`config.mk`:
```
export PLATFORM = sky130hd
export DESIGN_NAME = axi_lite_wr_rd_master
export DESIGN_NICKNAME = d
export VERILOG_FILES = /design/src/rtl/axi_lite_wr_rd_master.sv
export SDC_FILE = /design/constraint.sdc
export NUM_CORES = 1
export LEC_CHECK = 0
export ABC_AREA = 1
export CAP_MARGIN = 15
export CELL_PAD_IN_SITES_DETAIL_PLACEMENT = 0
export CELL_PAD_IN_SITES_GLOBAL_PLACEMENT = 2
export CORE_MARGIN = 3
export CORE_UTILIZATION = 23
export DETAILED_ROUTE_END_ITERATION = 6
export PLACE_DENSITY = 0.9
export SYNTH_ARGS = -nofsm -noshare
export SYNTH_HDL_FRONTEND = slang
export SYNTH_SLANG_ARGS = --single-unit
```
`constraint.sdc`:
```
create_clock -name clk -period 2.1 [get_ports clk]
set_input_delay 0.315 -clock clk [delete_from_list [all_inputs] [get_ports clk]]
set_output_delay 0.315 -clock clk [all_outputs]
set_load 0.05 [all_outputs]
```
`src/rtl/axi_lite_wr_rd_master.sv`:
```
// Single-outstanding AXI-lite initiator: one command in, one AXI write or read, one response out.
// Optional response watchdog enabled by defining AXI_LITE_MST_TIMEOUT_EN.
//
// state     | meaning
// IDLE      | cmd_ready high, waiting for a command
// WR_REQ    | AW and W presented, each drops after its own handshake
// WR_RESP   | bready high, waiting for B
// RD_REQ    | arvalid high, waiting for AR handshake
// RD_DATA   | rready high, waiting for R
// RSP       | response held until rsp_ready
module axi_lite_wr_rd_master #(
  parameter int ADDR_W         = 32,
  parameter int DATA_W         = 32,
  parameter int TIMEOUT_CYCLES = 256
) (
  input  logic                clk,
  input  logic                rst,
  input  logic                cmd_valid,
  output logic                cmd_ready,
  input  logic                cmd_write,
  input  logic [ADDR_W-1:0]   cmd_addr,
  input  logic [DATA_W-1:0]   cmd_wdata,
  input  logic [DATA_W/8-1:0] cmd_wstrb,
  output logic                rsp_valid,
  input  logic                rsp_ready,
  output logic [DATA_W-1:0]   rsp_rdata,
  output logic [1:0]          rsp_resp,
  output logic                axi_awvalid,
  input  logic                axi_awready,
  output logic [ADDR_W-1:0]   axi_awaddr,
  output logic                axi_wvalid,
  input  logic                axi_wready,
  output logic [DATA_W-1:0]   axi_wdata,
  output logic [DATA_W/8-1:0] axi_wstrb,
  input  logic                axi_bvalid,
  output logic                axi_bready,
  input  logic [1:0]          axi_bresp,
  output logic                axi_arvalid,
  input  logic                axi_arready,
  output logic [ADDR_W-1:0]   axi_araddr,
  input  logic                axi_rvalid,
  output logic                axi_rready,
  input  logic [DATA_W-1:0]   axi_rdata,
  input  logic [1:0]          axi_rresp
);

  typedef enum logic [2:0] {IDLE, WR_REQ, WR_RESP, RD_REQ, RD_DATA, RSP} state_t;

  state_t              state_q, state_d;
  logic                cmd_ready_q, cmd_ready_d;
  logic                rsp_valid_q, rsp_valid_d;
  logic [DATA_W-1:0]   rsp_rdata_q, rsp_rdata_d;
  logic [1:0]          rsp_resp_q, rsp_resp_d;
  logic                awvalid_q, awvalid_d;
  logic                wvalid_q, wvalid_d;
  logic                bready_q, bready_d;
  logic                arvalid_q, arvalid_d;
  logic                rready_q, rready_d;
  logic [ADDR_W-1:0]   awaddr_q, awaddr_d;
  logic [ADDR_W-1:0]   araddr_q, araddr_d;
  logic [DATA_W-1:0]   wdata_q, wdata_d;
  logic [DATA_W/8-1:0] wstrb_q, wstrb_d;

`ifdef AXI_LITE_MST_TIMEOUT_EN
  localparam int CNT_W = $clog2(TIMEOUT_CYCLES + 1);
  logic [CNT_W-1:0] cnt_q, cnt_d;
`else
  logic unused_timeout;
  assign unused_timeout = (TIMEOUT_CYCLES > 0);
`endif

  always_comb begin
    state_d     = state_q;
    cmd_ready_d = cmd_ready_q;
    rsp_valid_d = rsp_valid_q;
    rsp_rdata_d = rsp_rdata_q;
    rsp_resp_d  = rsp_resp_q;
    awvalid_d   = awvalid_q;
    wvalid_d    = wvalid_q;
    bready_d    = bready_q;
    arvalid_d   = arvalid_q;
    rready_d    = rready_q;
    awaddr_d    = awaddr_q;
    araddr_d    = araddr_q;
    wdata_d     = wdata_q;
    wstrb_d     = wstrb_q;
`ifdef AXI_LITE_MST_TIMEOUT_EN
    cnt_d       = cnt_q;
`endif
    case (state_q)
      IDLE: begin
        cmd_ready_d = 1'b1;
        if (cmd_valid && cmd_ready_q) begin
          cmd_ready_d = 1'b0;
`ifdef AXI_LITE_MST_TIMEOUT_EN
          cnt_d       = '0;
`endif
          if (cmd_write) begin
            awvalid_d = 1'b1;
            wvalid_d  = 1'b1;
            awaddr_d  = cmd_addr;
            wdata_d   = cmd_wdata;
            wstrb_d   = cmd_wstrb;
            state_d   = WR_REQ;
          end else begin
            arvalid_d = 1'b1;
            araddr_d  = cmd_addr;
            state_d   = RD_REQ;
          end
        end
      end
      WR_REQ: begin
        // a cleared valid flop doubles as the per-channel done flag
        awvalid_d = awvalid_q & ~axi_awready;
        wvalid_d  = wvalid_q & ~axi_wready;
        if (!awvalid_d && !wvalid_d) begin
          bready_d = 1'b1;
          state_d  = WR_RESP;
        end
      end
      WR_RESP: begin
        if (axi_bvalid && bready_q) begin
          bready_d    = 1'b0;
          rsp_resp_d  = axi_bresp;
          rsp_rdata_d = '0;
          rsp_valid_d = 1'b1;
          state_d     = RSP;
        end
      end
      RD_REQ: begin
        if (arvalid_q && axi_arready) begin
          arvalid_d = 1'b0;
          rready_d  = 1'b1;
          state_d   = RD_DATA;
        end
      end
      RD_DATA: begin
        if (axi_rvalid && rready_q) begin
          rready_d    = 1'b0;
          rsp_resp_d  = axi_rresp;
          rsp_rdata_d = axi_rdata;
          rsp_valid_d = 1'b1;
          state_d     = RSP;
        end
      end
      RSP: begin
        if (rsp_ready) begin
          rsp_valid_d = 1'b0;
          cmd_ready_d = 1'b1;
          state_d     = IDLE;
        end
      end
      default: state_d = IDLE;
    endcase
`ifdef AXI_LITE_MST_TIMEOUT_EN
    if (state_q inside {WR_REQ, WR_RESP, RD_REQ, RD_DATA}) begin
      cnt_d = cnt_q + CNT_W'(1);
      if (cnt_q == CNT_W'(TIMEOUT_CYCLES - 1)) begin
        awvalid_d   = 1'b0;
        wvalid_d    = 1'b0;
        bready_d    = 1'b0;
        arvalid_d   = 1'b0;
        rready_d    = 1'b0;
        rsp_resp_d  = 2'b10;
        rsp_rdata_d = '0;
        rsp_valid_d = 1'b1;
        state_d     = RSP;
      end
    end
`endif
  end

  always_ff @(posedge clk) begin
    if (rst) begin
      state_q     <= IDLE;
      cmd_ready_q <= 1'b0;
      rsp_valid_q <= 1'b0;
      rsp_rdata_q <= '0;
      rsp_resp_q  <= '0;
      awvalid_q   <= 1'b0;
      wvalid_q    <= 1'b0;
      bready_q    <= 1'b0;
      arvalid_q   <= 1'b0;
      rready_q    <= 1'b0;
      awaddr_q    <= '0;
      araddr_q    <= '0;
      wdata_q     <= '0;
      wstrb_q     <= '0;
`ifdef AXI_LITE_MST_TIMEOUT_EN
      cnt_q       <= '0;
`endif
    end else begin
      state_q     <= state_d;
      cmd_ready_q <= cmd_ready_d;
      rsp_valid_q <= rsp_valid_d;
      rsp_rdata_q <= rsp_rdata_d;
      rsp_resp_q  <= rsp_resp_d;
      awvalid_q   <= awvalid_d;
      wvalid_q    <= wvalid_d;
      bready_q    <= bready_d;
      arvalid_q   <= arvalid_d;
      rready_q    <= rready_d;
      awaddr_q    <= awaddr_d;
      araddr_q    <= araddr_d;
      wdata_q     <= wdata_d;
      wstrb_q     <= wstrb_d;
`ifdef AXI_LITE_MST_TIMEOUT_EN
      cnt_q       <= cnt_d;
`endif
    end
  end

  assign cmd_ready   = cmd_ready_q;
  assign rsp_valid   = rsp_valid_q;
  assign rsp_rdata   = rsp_rdata_q;
  assign rsp_resp    = rsp_resp_q;
  assign axi_awvalid = awvalid_q;
  assign axi_awaddr  = awaddr_q;
  assign axi_wvalid  = wvalid_q;
  assign axi_wdata   = wdata_q;
  assign axi_wstrb   = wstrb_q;
  assign axi_bready  = bready_q;
  assign axi_arvalid = arvalid_q;
  assign axi_araddr  = araddr_q;
  assign axi_rready  = rready_q;

endmodule

```
==> run metrics, run 1 <==
synthesis warning total 0; DRT iter0 DRCs 199; TritonCTS clock tree yes; Antenna Diode Count 0; Final setup viols 0; number of distinct library cells after synthesis 19; Post-synth top cells 215 x sky130_fd_sc_hd__nor2_1, 144 x sky130_fd_sc_hd__dfxtp_1, 97 x sky130_fd_sc_hd__o21ai_0; period utilization 0.9255; largest cells by area after synthesis sky130_fd_sc_hd__dfxtp_1 55%, sky130_fd_sc_hd__nor2_1 15%, sky130_fd_sc_hd__o21ai_0 9.2%; clock input transition at the sequential cells of the worst setup and hold paths 60 ps; area of the die 0.02481 sq mm; number of max-slew violations in the final report 0; number of stages on the worst setup path 1; average wire per standard cell 14.62 microns; R2R Path Start state_q[0]; # clock sinks 144; final-layout setup total negative slack 0 ps; RR Endpoint rsp_rdata[9]; max-cap viol count 0; dominant delay contributor by cell family on the critical path buffers and inverters; post-CTS setup buffer count 0; clock latency on the worst-skew pair 420 ps; worst-path cell with the longest stage delay sky130_fd_sc_hd__clkdlybuf4s50_1; most common cell in the synthesized netlist sky130_fd_sc_hd__nor2_1; number of buffers inserted by port buffering 254; global route overflow 0; CP Capture Type output port; vias after detailed routing 5146; total power density per cell area 1153 mW/mm^2; worst setup path endpoint axi_awaddr[25]; CTS root buffer sky130_fd_sc_hd__clkbuf_16; routed via count divided by cell count 4.211; initial antenna violation count 0; crit path from axi_awaddr[25]; vias in the first global route 5026; global routing usage summed across all routing layers 0.1423; synthesized area divided by synthesized cell count 7.731 sq um; cells on worst reg2reg path 7; residual DRC count 0; count of cells resized by post-cts repair 1; CTS Buf Count 17; placed wire-length estimate 12.50 mm; maximum number of pins on one net before global-route repair 45; number of nets with antenna violations after routing 0; sequential share of the synthesized area 0.5460; die extent in y 157.5 microns; list of cells traversed by the critical path clkdlybuf4s50_1; Final #Nets 1043; sum of routed wire length over all layers 17.87 mm; required time worst endpoint 1780 ps; synthesis-to-finish area growth 64.69%; final design area excluding fillers 0.008696 sq mm; flip-flop and latch count after synthesis 144; signal arrival time at the worst endpoint 1630 ps; global-route wire length before repair 27.59 mm; cell count after synthesis 683; r2r setup slk 320 ps; highest ir drop seen on vdd 0.4689 mV; H-tree levels 4; maximum fanout count along the critical path 2; share of flip-flops with an asynchronous set or reset after synthesis 0; Final Hold Fails 0; Die W 157.5 microns; maximum root-to-sink buffer count 2; cell area after synthesis 0.005280 sq mm; Critical Path Source Type flip-flop; Rel. slew slack 0.6081; CORE AREA 0.02216 sq mm; Leak Pwr 3.140 nW; number of standard-cell rows in the floorplan 54; Starting Density 0.2383; type of the tightest min-delay check reg2reg; RSZ-0062 raised after global routing no; highest cell delay on the worst timing path 860 ps; placed cell area 0.008107 sq mm; gp weighted congestion 0.7627; largest area contributor in the synthesized netlist sky130_fd_sc_hd__dfxtp_1; Worst Tran Pin Value 586.0 ps; commonest register cell after synthesis sky130_fd_sc_hd__dfxtp_1; count of flip-flops with a built-in enable after synthesis 0; run status completed; Setup Skew 12.59 ps; Buf/Inv on CP 1; First-pass DRT Iterations 4; number of ports placed on the die boundary 255; Max Freq 0.5145 GHz; kind of critical path reg2out; Synth Net Count 797; area share of the largest cell type after synthesis 0.5460; post-layout minimum cycle time 1944 ps; share of final-layout standard cells stronger than drive strength 1 0.05732; number of buffers added to fix hold violations after cts 0
cells by family after synthesis:
family	Yosys count	share of synthesized area
AO/OA/AOI/OAI	148	0.1412
buffers and inverters	65	0.06825
flip-flops	144	0.5460
AND/OR/NAND/NOR	326	0.2446
state kept, by name, summed over array words and instances (netlist names), 2 cells and up:
register    count
state_q         3
rsp_rdata      32
axi_araddr     32
axi_awaddr     32
rsp_resp        2
axi_wdata      32
axi_wstrb       4
metrics by stage:
stage	instances	total power, mW	hold WS (ps)	worst slack (ps)	utilization
after floorplan	683	5.800	457.9	543.5	-
after global placement	1190	7.067	428.8	265.4	0.3658
after detailed placement	1190	7.084	432.6	254.9	0.3658
after CTS	1222	10.19	419.3	89.60	0.3924
after global routing	1222	10.59	437.9	83.21	0.3924
final	1222	10.03	440.1	156.4	0.3924
tightest hold or removal path, delay by kind of cell, from the launching register on:
family / cells / cell delay, ps
flops: 1 / 310
buf+inv: 1 / 40
compound gates: 1 / 50
final cells by class:
cell class,instances,area [sq um]
clock buffers,20,456.7
well taps,280,350.3
clock inverters,12,133.9
repair buffers,271,2756
flip-flops and latches,144,2883
multi-input cells,474,2037
fillers,2311,13470
inverters,21,78.83
worst min-delay path by stage:
| stage | startpoint | end | slack [ps] | cells after the start |
|---|---|---|---|---|
| global placement | rsp_resp[0] | rsp_resp[0] | 430 | 2 |
| detailed placement | rsp_resp[0] | rsp_resp[0] | 430 | 2 |
| finish | rsp_resp[0] | rsp_resp[0] | 440 | 2 |
| floorplan | axi_rdata[10] | rsp_rdata[10] | 460 | 2 |
| CTS | axi_rdata[10] | rsp_rdata[10] | 420 | 3 |
| global route | axi_rdata[22] | rsp_rdata[22] | 440 | 3 |
layout by cell type, fill, tap and decap left out, types with 5 or more instances in the layout:
cell / synthesis / layout
sky130_fd_sc_hd__clkdlybuf4s50_1: 0 / 253
sky130_fd_sc_hd__nor2_1: 215 / 215
sky130_fd_sc_hd__dfxtp_1: 144 / 144
sky130_fd_sc_hd__o21ai_0: 97 / 97
sky130_fd_sc_hd__nand2_1: 96 / 96
sky130_fd_sc_hd__a21oi_1: 40 / 40
sky130_fd_sc_hd__inv_1: 19 / 19
sky130_fd_sc_hd__clkbuf_16: 0 / 17
sky130_fd_sc_hd__nand3_1: 11 / 11
sky130_fd_sc_hd__buf_4: 7 / 10
sky130_fd_sc_hd__o21ai_1: 9 / 9
sky130_fd_sc_hd__buf_12: 0 / 7
sky130_fd_sc_hd__clkinvlp_4: 0 / 5
report_power, final:
part / leakage (nW) / internal (mW) / total (mW) / switching (mW)
Combinational: 1.70 / 1.25 / 3.62 / 2.36
Clock: 0.275 / 1.82 / 3.04 / 1.22
Sequential: 1.17 / 3.12 / 3.37 / 0.247
Total: 3.14 / 6.19 / 10.0 / 3.84
layer usage:
layer,vias to the layer above,share of wire,track usage
met5,-,0,0
li1,2668,-,-
met1,2302,0.43,0.1699
met2,156,0.48,0.2381
met4,0,0.018,0.05165
met3,20,0.070,0.04839
Note: power is estimated with default switching activity, not from simulation.
==> run 2: changes to the inputs <==
--- a/config.mk
+++ b/config.mk
@@ -12,6 +12,7 @@
 export CORE_MARGIN = 3
 export CORE_UTILIZATION = 23
 export DETAILED_ROUTE_END_ITERATION = 6
+export MAX_ROUTING_LAYER = met4
 export PLACE_DENSITY = 0.9
 export SYNTH_ARGS = -nofsm -noshare
 export SYNTH_HDL_FRONTEND = slang
==> run 2 against run 1 <==
Compared with the run above: design area unchanged; fmax is 0.15% lower; cell count stayed put.
==> run metrics, run 2 (same netlist as run 1, synthesis figures left out) <==
First-pass DRT Iterations 5 (+1); number of nets with antenna violations after routing 0 (unchanged); most frequent cells in the layout 253 x sky130_fd_sc_hd__clkdlybuf4s50_1, 215 x sky130_fd_sc_hd__nor2_1, 144 x sky130_fd_sc_hd__dfxtp_1, 97 x sky130_fd_sc_hd__o21ai_0, 96 x sky130_fd_sc_hd__nand2_1; period utilization 0.9269 (+0.001358); die extent in y 157.5 microns (unchanged); # clock sinks 144 (unchanged); list of cells traversed by the critical path clkdlybuf4s50_1; maximum fanout count along the critical path 3 (+1); fill count 2311 (unchanged); TritonCTS clock tree yes; Setup Skew 13.28 ps (+0.6897 ps); number of max-slew violations in the final report 0 (unchanged); global route overflow 0 (unchanged); placed wire-length estimate 12.50 mm (unchanged); number of buffers inserted by port buffering 254 (unchanged); synthesis-to-finish area growth 64.69% (unchanged); DRT iter0 DRCs 181 (-9.0%); gp weighted congestion 0.7728 (+1.3%); post-layout total power 10.02 mW (about the same); number of buffers added to fix hold violations after cts 0 (unchanged); clock latency on the worst-skew pair 420 ps (about the same); CORE AREA 0.02216 sq mm (unchanged); initial antenna violation count 0 (unchanged); crit path from axi_arvalid; kind of critical path reg2out; run status completed; CTS Buf Count 17 (unchanged); dominant delay contributor by cell family on the critical path buffers and inverters; R2R Path Start state_q[0]; post-CTS setup buffer count 0 (unchanged); Rel. slew slack 0.6075 (about the same); Worst Tran Pin Value 586.9 ps (+0.8469 ps); Final #Nets 1043 (unchanged); number of stages on the worst setup path 1 (unchanged); sum of routed wire length over all layers 17.83 mm (-0.20%); type of the tightest min-delay check reg2reg; RR Endpoint rsp_rdata[9]; required time worst endpoint 1780 ps (about the same); fin util 0.3924 (unchanged); final-layout setup total negative slack 0 ps (unchanged); residual DRC count 0 (unchanged); global routing usage summed across all routing layers 0.1465 (+0.004191); most common library cell in the layout ignoring fill and taps sky130_fd_sc_hd__clkdlybuf4s50_1; Final setup viols 0 (unchanged); setup slack of the critical path after layout 153.6 ps (-2.852 ps); routed via count divided by cell count 4.207 (about the same); H-tree levels 4 (unchanged); Critical Path Source Type flip-flop; Leak Pwr 3.140 nW (unchanged); area of the die 0.02481 sq mm (unchanged); cells on worst reg2reg path 7 (unchanged); Worst Setup Slack post-DPL 254.9 ps (unchanged); r2r setup slk 330 ps (about the same); worst-path cell with the longest stage delay sky130_fd_sc_hd__clkdlybuf4s50_1; worst setup path endpoint axi_arvalid; highest ir drop seen on vdd 0.4688 mV (about the same); average wire per standard cell 14.59 microns (-0.20%); signal arrival time at the worst endpoint 1630 ps (about the same); total power density per cell area 1153 mW/mm^2 (about the same); number of ports placed on the die boundary 255 (unchanged); RSZ-0062 raised after global routing no; Max Freq 0.5138 GHz (-0.15%); Die W 157.5 microns (unchanged); highest cell delay on the worst timing path 870 ps (about the same); CP Capture Type output port; Starting Density 0.2383 (unchanged); vias in the first global route 5058 (+0.64%); clock input transition at the sequential cells of the worst setup and hold paths 60 ps (about the same); maximum number of pins on one net before global-route repair 45 (unchanged); CTS root buffer sky130_fd_sc_hd__clkbuf_16; global-route wire length before repair 27.45 mm (-0.50%); max-cap viol count 0 (unchanged); Antenna Diode Count 0 (unchanged); Buf/Inv on CP 1 (unchanged); vias after detailed routing 5141 (-0.097%); share of final-layout standard cells stronger than drive strength 1 0.05732 (unchanged); post-layout minimum cycle time 1946 ps (+2.852 ps); number of standard-cell rows in the floorplan 54 (unchanged); maximum root-to-sink buffer count 2 (unchanged); Final Hold Fails 0 (unchanged)
run 2: how the worst min path moves through the flow:
stage,startpoint,to,slack [ps],cells past startpoint
final,rsp_resp[0],rsp_resp[0],440,2
after global routing,axi_rdata[22],rsp_rdata[22],440,3
after CTS,axi_rdata[10],rsp_rdata[10],420,3
after detailed placement,rsp_resp[0],rsp_resp[0],430,2
after global placement,rsp_resp[0],rsp_resp[0],430,2
after floorplan,axi_rdata[10],rsp_rdata[10],460,2
run 2: worst min-delay path, stage by stage, from the launching register on:
cell,delay (ps)
sky130_fd_sc_hd__dfxtp_1,310
sky130_fd_sc_hd__inv_1,40
sky130_fd_sc_hd__a21oi_1,50
run 2: area by class of cell:
type | instances | area, sq um | area share
sequential | 144 | 2883 | 0.3315
timing repair buffer | 271 | 2756 | 0.3170
multi-input combinational | 474 | 2037 | 0.2342
clock buffer | 20 | 456.7 | 0.05252
tap | 280 | 350.3 | 0.04029
clock inverter | 12 | 133.9 | 0.01540
inverter | 21 | 78.83 | 0.009065
run 2: metal layers:
metal  track usage  vias up  share of wire
met5             -        -              0
met4       0.05165        0          0.018
met3       0.03959       21          0.058
met2        0.2383      149           0.48
met1        0.1750     2302           0.44
li1              -     2669              -
run 2: per-stage QoR:
step | area [sq um] | hold slack (ps) | instances
6_report | 8696 | 440.2 | 1222
5_1_grt | 8696 | 437.5 | 1222
4_1_cts | 8696 | 419.3 | 1222
3_5_place_dp | 8107 | 432.6 | 1190
3_3_place_gp | 8107 | 428.8 | 1190
2_1_floorplan | 5280 | 457.9 | 683
run 2: power breakdown:
part | leakage (nW) | total (mW) | switching [mW] | internal [mW]
logic | 1.70 | 3.62 | 2.36 | 1.25
registers | 1.17 | 3.37 | 0.247 | 3.12
clock network | 0.275 | 3.04 | 1.22 | 1.82
run 2: timing repair:
item | CTS | global route
endpoints found under the hold margin | 0 | 0
setup endpoints to repair | 1 | 0
resized for setup | 1 | 0
==> run 3: changes to the inputs <==
--- a/config.mk
+++ b/config.mk
@@ -9,8 +9,9 @@
 export CAP_MARGIN = 15
 export CELL_PAD_IN_SITES_DETAIL_PLACEMENT = 0
 export CELL_PAD_IN_SITES_GLOBAL_PLACEMENT = 2
-export CORE_MARGIN = 3
+export CORE_MARGIN = 2
 export CORE_UTILIZATION = 23
+export CTS_CLUSTER_SIZE = 16
 export DETAILED_ROUTE_END_ITERATION = 6
 export MAX_ROUTING_LAYER = met4
 export PLACE_DENSITY = 0.9
==> run 3 against run 2 <==
Compared with the run above: via count decreased by 1.1%; core utilization decreased by 0.62 points; non-clock buffer count decreased by 4; critical path depth unchanged; cell count about the same; clock-buffer cell count increased by 1; clock skew decreased by 5.6 ps; power increased by 2.9%; fmax increased by 0.84%; largest power group unchanged.
==> run metrics, run 3 (same netlist as run 1, synthesis figures left out) <==
post-CTS setup buffer count 0 (unchanged); period utilization 0.9191 (-0.007760); synthesis-to-finish area growth 65.07%; maximum root-to-sink buffer count 2 (unchanged); routed via count divided by cell count 4.158 (-1.2%); Max Freq 0.5181 GHz (+0.84%); placed wire-length estimate 11.89 mm (-4.8%); CORE AREA 0.02257 sq mm (+1.9%); # clock sinks 144 (unchanged); required time worst endpoint 1780 ps (about the same); Buf/Inv on CP 1 (unchanged); die extent in y 155.5 microns (-1.3%); CTS root buffer sky130_fd_sc_hd__clkbuf_16; number of ports placed on the die boundary 255 (unchanged); H-tree levels 4 (unchanged); global routing usage summed across all routing layers 0.1462 (-0.0003037); worst setup path endpoint axi_rready; number of stages on the worst setup path 1 (unchanged); dominant delay contributor by cell family on the critical path buffers and inverters; Final setup viols 0 (unchanged); r2r setup slk 480 ps (+150 ps); crit path from axi_rready; TritonCTS clock tree yes; post-layout total power 10.32 mW (+2.9%); RR Endpoint axi_awaddr[24]; Worst Tran Pin Value 576.9 ps (-10.00 ps); number of max-slew violations in the final report 0 (unchanged); global-route wire length before repair 26.94 mm (-1.9%); type of the tightest min-delay check reg2reg; Final Hold Fails 0 (unchanged); maximum number of pins on one net before global-route repair 108 (+140%); worst-path cell with the longest stage delay sky130_fd_sc_hd__clkdlybuf4s50_1; Rel. slew slack 0.6142 (+0.006689); First-pass DRT Iterations 6 (+1); sum of routed wire length over all layers 17.29 mm (-3.1%); cells on worst reg2reg path 5 (-2); highest cell delay on the worst timing path 850 ps (-20 ps); CTS Buf Count 17 (unchanged); R2R Path Start state_q[1]; clock input transition at the sequential cells of the worst setup and hold paths 60 ps (about the same); vias in the first global route 4898 (-3.2%); kind of critical path reg2out; Setup Skew 7.678 ps (-5.606 ps); Die W 155.5 microns (-1.3%); Antenna Diode Count 0 (unchanged); global route overflow 0 (unchanged); RSZ-0062 raised after global routing no; max-cap viol count 0 (unchanged); average wire per standard cell 14.14 microns (-3.1%); number of nets with antenna violations after routing 0 (unchanged); gp weighted congestion 0.7669 (-0.76%); most common library cell in the layout ignoring fill and taps sky130_fd_sc_hd__clkdlybuf4s50_1; hold_ws 448.6 ps (+8.433 ps); area of the die 0.02418 sq mm (-2.5%); number of buffers inserted by port buffering 254 (unchanged); most frequent cells in the layout 253 x sky130_fd_sc_hd__clkdlybuf4s50_1, 215 x sky130_fd_sc_hd__nor2_1, 144 x sky130_fd_sc_hd__dfxtp_1, 97 x sky130_fd_sc_hd__o21ai_0, 96 x sky130_fd_sc_hd__nand2_1; maximum fanout count along the critical path 3 (unchanged); final-layout setup total negative slack 0 ps (unchanged); Starting Density 0.2339 (-0.004332); Critical Path Source Type flip-flop; vias after detailed routing 5085 (-1.1%); residual DRC count 0 (unchanged); highest ir drop seen on vdd 0.4339 mV (-7.4%); post-layout minimum cycle time 1930 ps (-16.30 ps); instance count along the most critical hold path 2 (unchanged); Leak Pwr 3.167 nW (+0.86%); clock latency on the worst-skew pair 410 ps (about the same); CP Capture Type output port; run status completed; number of standard-cell rows in the floorplan 55 (+1.9%); share of final-layout standard cells stronger than drive strength 1 0.05437 (-0.002954); signal arrival time at the worst endpoint 1620 ps (about the same); Final #Nets 1039 (-0.38%); DRT iter0 DRCs 207 (+14%); initial antenna violation count 1 (+1); list of cells traversed by the critical path clkdlybuf4s50_1; total power density per cell area 1184 mW/mm^2 (+2.7%)
==> run 3: routing by layer <==
| layer | part of all wire | up-vias | GRT usage |
|---|---|---|---|
| li1 | - | 2668 | - |
| met1 | 0.47 | 2257 | 0.1830 |
| met2 | 0.46 | 148 | 0.2282 |
| met3 | 0.060 | 12 | 0.04652 |
| met4 | 0.013 | 0 | 0.03888 |
| met5 | 0 | - | - |
==> run 3: how the worst min path moves through the flow <==
stage	from	to
after floorplan	axi_rdata[10]	rsp_rdata[10]
after global placement	rsp_resp[0]	rsp_resp[0]
after detailed placement	rsp_resp[1]	rsp_resp[1]
after CTS	axi_rdata[9]	rsp_rdata[9]
after global routing	axi_rdata[9]	rsp_rdata[9]
final	rsp_resp[1]	rsp_resp[1]
==> run 3: area by class of cell <==
cell class / instances / area (sq um)
fillers: 2343 / 13860
flip-flops and latches: 144 / 2883
repair buffers: 267 / 2705
multi-input cells: 474 / 2037
clock buffers: 21 / 480.5
well taps: 285 / 356.6
clock inverters: 11 / 175.2
inverters: 21 / 78.83
==> run 3: stage by stage <==
| step | utilization | cell area (sq um) | worst slack [ps] | std cells |
|---|---|---|---|---|
| floorplan | - | 5280 | 543.5 | 683 |
| global placement | 0.3570 | 8058 | 226.2 | 1191 |
| detailed placement | 0.3570 | 8058 | 255.0 | 1191 |
| CTS | 0.3860 | 8713 | 15.33 | 1223 |
| global route | 0.3861 | 8716 | 100.5 | 1223 |
| finish | 0.3861 | 8716 | 169.9 | 1223 |
==> run 3: repair_timing <==
action	CTS	global route
hold endpoints to repair	0	0
endpoints found under the setup margin	0	1
hold buffers	0	0
gates resized for setup	0	1
==> run 3: power breakdown <==
group	total (mW)	leakage, nW	switching, mW	internal, mW
clock	3.34	0.316	1.21	2.13
sequential	3.37	1.17	0.246	3.12
combinational	3.61	1.68	2.36	1.25
